## config.mk

```make
export PLATFORM = sky130hd
export DESIGN_NAME = l3_mem_arbiter
export DESIGN_NICKNAME = d
export VERILOG_FILES = /design/src/rtl/l3_mem_arbiter.sv
export SDC_FILE = /design/constraint.sdc
export NUM_CORES = 1
export LEC_CHECK = 0
export BUFFER_PORTS_ARGS = -buffer_cell sky130_fd_sc_hd__buf_2
export CAP_MARGIN = 10
export CELL_PAD_IN_SITES_DETAIL_PLACEMENT = 1
export CELL_PAD_IN_SITES_GLOBAL_PLACEMENT = 1
export CORE_MARGIN = 2
export CORE_UTILIZATION = 40
export DETAILED_ROUTE_END_ITERATION = 7
export GPL_TIMING_DRIVEN = 0
export MAX_ROUTING_LAYER = met4
export PLACE_DENSITY_LB_ADDON = 0.1
export SLEW_MARGIN = 30
export SYNTH_ARGS = -nofsm -noshare
export SYNTH_HDL_FRONTEND = slang
export SYNTH_SLANG_ARGS = --single-unit
```

## constraint.sdc

```tcl
create_clock -name CLK -period 9.6 [get_ports CLK]
set_input_delay 0.96 -clock CLK [delete_from_list [all_inputs] [get_ports CLK]]
set_output_delay 0.96 -clock CLK [all_outputs]
set_load 0.005 [all_outputs]
```

## src/rtl/l3_mem_arbiter.sv

```systemverilog
// Four-requester round-robin arbiter/sequencer for the dual-port L3 memory.
// Port 0 serves any read or write; port 1 serves reads only. Up to two issues per cycle.
`ifndef NUMBER_WIDTH_DATA_WIRE
`define NUMBER_WIDTH_DATA_WIRE 8
`endif

module l3_mem_arbiter #(
  parameter int W = `NUMBER_WIDTH_DATA_WIRE
) (
  input  logic             CLK,
  input  logic             RES,
  input  logic [3:0]       req,
  input  logic [3:0]       we,
  input  logic [4*W-1:0]   addr,
  input  logic [4*W-1:0]   wdata,
  output logic [3:0]       gnt,
  output logic [3:0]       ack,
  output logic [4*W-1:0]   rdata,
  output logic             mem_we,
  output logic             mem_oe0,
  output logic             mem_oe1,
  output logic [W-1:0]     mem_addr0,
  output logic [W-1:0]     mem_addr1,
  output logic [W-1:0]     mem_wdata,
  output logic             mem_wdata_oe,
  input  logic [W-1:0]     mem_rdata0,
  input  logic [W-1:0]     mem_rdata1
);

  localparam int NREQ = 4;

  logic [1:0]      ptr;
  logic            p0_valid, p0_we, p1_valid;
  logic [1:0]      p0_idx, p1_idx;

  logic [NREQ-1:0] elig;
  logic            p0_found, p1_found, p0_sel_we;
  logic [1:0]      p0_sel, p1_sel, idx;
  logic [W-1:0]    p0_sel_addr;
  logic [NREQ-1:0] gnt_next;

  // A requester already showing gnt is masked so one request is never issued twice.
  assign elig = req & ~gnt;

  always_comb begin
    p0_found    = 1'b0;
    p0_sel      = 2'd0;
    p1_found    = 1'b0;
    p1_sel      = 2'd0;
    idx         = 2'd0;
    gnt_next    = '0;
    for (int k = 0; k < NREQ; k++) begin
      idx = ptr + 2'(k);
      if (!p0_found && elig[idx]) begin
        p0_found = 1'b1;
        p0_sel   = idx;
      end
    end
    p0_sel_we   = we[p0_sel];
    p0_sel_addr = addr[int'(p0_sel)*W +: W];
    // Port 1: reads only, and never the address port 0 is writing this cycle.
    for (int k = 1; k < NREQ; k++) begin
      idx = p0_sel + 2'(k);
      if (p0_found && !p1_found && elig[idx] && !we[idx] &&
          (!p0_sel_we || addr[int'(idx)*W +: W] != p0_sel_addr)) begin
        p1_found = 1'b1;
        p1_sel   = idx;
      end
    end
    if (p0_found) gnt_next[p0_sel] = 1'b1;
    if (p1_found) gnt_next[p1_sel] = 1'b1;
  end

  always_ff @(posedge CLK) begin
    if (RES) begin
      ptr       <= 2'd0;
      gnt       <= '0;
      ack       <= '0;
      rdata     <= '0;
      p0_valid  <= 1'b0;
      p0_we     <= 1'b0;
      p0_idx    <= 2'd0;
      p1_valid  <= 1'b0;
      p1_idx    <= 2'd0;
      mem_addr0 <= '0;
      mem_addr1 <= '0;
      mem_wdata <= '0;
    end else begin
      gnt       <= gnt_next;
      p0_valid  <= p0_found;
      p0_we     <= p0_found && p0_sel_we;
      p0_idx    <= p0_sel;
      p1_valid  <= p1_found;
      p1_idx    <= p1_sel;
      mem_addr0 <= p0_found ? p0_sel_addr : '0;
      mem_addr1 <= p1_found ? addr[int'(p1_sel)*W +: W] : '0;
      mem_wdata <= (p0_found && p0_sel_we) ? wdata[int'(p0_sel)*W +: W] : '0;
      if (p0_found) ptr <= (p1_found ? p1_sel : p0_sel) + 2'd1;
      for (int i = 0; i < NREQ; i++) begin
        ack[i] <= (p0_valid && p0_idx == 2'(i)) || (p1_valid && p1_idx == 2'(i));
        if (p0_valid && !p0_we && p0_idx == 2'(i)) rdata[i*W +: W] <= mem_rdata0;
        if (p1_valid && p1_idx == 2'(i))           rdata[i*W +: W] <= mem_rdata1;
      end
    end
  end

  // Enables are gated by RES so an issue-cycle write never commits under reset.
  assign mem_we       = p0_valid && p0_we && !RES;
  assign mem_wdata_oe = mem_we;
  assign mem_oe0      = p0_valid && !p0_we && !RES;
  assign mem_oe1      = p1_valid && !RES;

endmodule

```

==> qor.txt <==
Port Buffers = 156
die area = 12000 um^2
Post-CTS Setup Repair Bufs = 0
vias post-DR = 4539
post-route setup TNS = 0 ns
Max VDD drop = 120 uV
largest net degree at the start of global routing = 15
total gr overflow = 0
leak pwr = 2.61 nW
Cells after Synth = 500
Synth top area share = 32.7%
Die Wd = 110 um
mean post-synth cell area = 8.93 um^2
Reg area = 1460 um^2
final hold vios = 0
vias in the first global route = 4602
power after layout = 1.92 mW
max_cap viols = 0
DR WL/cell = 19.2 um
post-synth top area cell = dfxtp_1
GRT Resource Usage Total = 27.3%
Rows = 38
largest fanout on the critical path = 11
RSZ-0062 raised after global routing = no
asr flop ratio synth = 0%
Gates resized, CTS repair = 0
FF+latch count, synth = 73
fin nets = 762
Power Density = 340 nW/um^2
Clock Skews = 0.00678 ns
Post-synth EDFFs = 0
mapped cell area = 4470 um^2
clock slew at reported path FFs = 0.08 ns
fillers = 1367
DP Wirelength = 11.9 mm
# DRC = 0
worst-skew pair later-pin latency = 0.36 ns
crit end category = register
Seq/Total Area, Yosys = 32.7%
Netlist cell types = 54
CTS HTree Levels = 3
worst hold-check path type = register to register
I/O pin count = 158
Antenna Nets Post-Route = 0
Crit Path Class = input port to register
Worst setup SP type = input port
CTS Sinks = 73
Final Cycle Share = 61.9%
Area Growth Syn to Fin = 26.8%
Fmax = 168 MHz
ys flop type = dfxtp_1
CTS tree = yes
Worst EP required = 9.82 ns
hold buffers post-CTS = 0
first-pass GRT wire length = 24.2 mm
pins over their slew limit = 0
worst rel slew slack = 51.5%
clk root buf = clkbuf_8
Antenna diodes = 0
Arr. time, crit path = 6.16 ns
outcome = finished, final reports clean
post-synthesis net count = 594
overall routed net length = 15.6 mm
Num CTS Buffers = 9
number of vias per cell = 5.58
yosys warns = 0
Finish-stage setup viols = 0
clock buffer depth = 2
GPL Wtd Cong = 0.876
layout cells sized above 1 = 32.4%
DR iter-0 viols = 236
Tightest Pin Transition = 0.728 ns
die extent in y = 110 um
Tmin final = 5.95 ns
top cells by area, synth = dfxtp_1, mux2i_1, mux4_2
First-pass DRT Iterations = 4
Initial Utilization = 41.0%
core region area = 10900 um^2
initial antenna violation count = 0
area of the multi-input gates = 2790 um^2
[cells by family after synthesis]
kind of cell | share of synthesized area, %
and+or+nand+nor | 18.5
AOI/OAI and AO/OA | 16.3
muxes | 19.8
DFF | 32.7
buffers and inverters | 4.99
xor gates and xnor gates | 6.47
adders and majority gates | 1.12
[layout make-up]
cell class / instances / area share (%)
flip-flops and latches: 73 / 25.8
clock inverters: 7 / 1.79
inverters: 8 / 0.530
repair buffers: 157 / 13.9
clock buffers: 9 / 2.19
well taps: 140 / 3.09
multi-input cells: 384 / 49.3
plain buffers: 35 / 3.40
[placed cells by master, fill, tap and decap left out, drive strengths merged, types with 2 or more instances in the layout]
cell type | synthesis | final
buf | 19 | 176
dfxtp | 73 | 73
mux2i | 60 | 60
nand2 | 52 | 52
nor2 | 51 | 51
a211oi | 35 | 35
xnor2 | 26 | 26
clkbuf | 16 | 25
a21oi | 23 | 23
nand3 | 19 | 19
mux4 | 12 | 12
nor3 | 12 | 12
a22o | 11 | 11
and3 | 10 | 10
inv | 7 | 10
o22ai | 8 | 8
xor2 | 7 | 7
nand2b | 6 | 6
o21ai | 6 | 6
nor2b | 5 | 5
nand3b | 5 | 5
nand4 | 5 | 5
nor3b | 4 | 4
ha | 4 | 4
a21boi | 3 | 3
a31oi | 3 | 3
o21bai | 2 | 2
or3 | 2 | 2
or3b | 2 | 2
bufinv | 0 | 2
clkinv | 1 | 2
[state kept, by name (all words and copies together), names as in the netlist]
signal	cells
ack	4
gnt	4
mem_addr0	8
mem_addr1	8
mem_wdata	8
p0_idx	2
p0_valid	1
p0_we	1
p1_idx	2
p1_valid	1
ptr	2
rdata	32
[final timing paths]
| kind | to | from | depth (start not counted) | slack (ns) |
|---|---|---|---|---|
| worst max-delay path | mem_addr1[5]$_SDFF_PP0_ | req[0] | 18 | 3.65 |
| worst min register to register | rdata[17]$_SDFFE_PP0P_ | rdata[17]$_SDFFE_PP0P_ | 2 | 0.56 |
| worst min-delay path | rdata[17]$_SDFFE_PP0P_ | rdata[17]$_SDFFE_PP0P_ | 2 | 0.56 |
| worst max register to register | mem_addr1[5]$_SDFF_PP0_ | ptr[0]$_SDFFE_PP0P_ | 17 | 4.03 |
[power breakdown]
part,leakage (nW),total (mW),internal (mW),switching [mW]
Clock,0.112,0.284,0.150,0.134
Sequential,0.600,0.433,0.391,0.0419
Combinational,1.90,1.21,0.534,0.674
[cells in the mapped netlist, types with 2 or more instances]
master,instances
nand2_1,52
nor2_1,51
inv_2,2
buf_2,7
a22o_1,8
o21ai_0,3
a211oi_1,33
nor3_1,12
ha_1,4
nor2b_1,5
a21oi_1,23
a211oi_2,2
buf_1,5
mux4_2,12
and3_1,10
a22o_2,3
nand3b_1,5
or3b_2,2
or3_1,2
o21bai_1,2
nand2b_1,6
nor3b_1,4
a21boi_0,2
buf_6,5
dfxtp_1,73
xor2_1,7
o22ai_1,8
nand3_1,19
clkbuf_1,16
mux2i_1,59
o21ai_1,2
nand4_1,5
inv_1,5
xnor2_1,26
[critical path: stages]
cell and delay, ns:
buf_2 0.12, nor3b_1 0.15, o21bai_1 0.36, and2_1 0.21
buf_6 0.12, buf_2 0.25, clkbuf_1 0.41, clkbuf_1 0.54
ha_1 0.37, clkinv_1 0.37, mux4_2 0.40, xor2_1 0.16
nand4_1 0.14, or4_4 0.59, a41oi_2 0.21, mux2i_2 0.16
nand2_1 0.42, o22ai_1 0.20
[metal layers]
| metal | track usage [%] | share of wire [%] | routed length [um] |
|---|---|---|---|
| met5 | - | 0 | 0 |
| met1 | 35.7 | 43 | 6780 |
| met3 | 4.92 | 6.8 | 1070 |
| met4 | 8.14 | 0.79 | 124 |
| met2 | 43.2 | 49 | 7660 |
[per-stage QoR]
| stage | util, % | setup slack [ns] | hold slack [ns] | instance area [um^2] | std cells |
|---|---|---|---|---|---|
| after floorplan | - | 4.70 | 0.492 | 4470 | 500 |
| after global placement | 49.8 | 3.42 | 0.521 | 5420 | 796 |
| after detailed placement | 49.9 | 3.27 | 0.553 | 5430 | 797 |
| after CTS | 52.0 | 3.65 | 0.567 | 5660 | 813 |
| after global routing | 52.0 | 3.39 | 0.583 | 5660 | 813 |
| final | 52.0 | 3.65 | 0.556 | 5660 | 813 |
(Power assumes the default switching activity.)
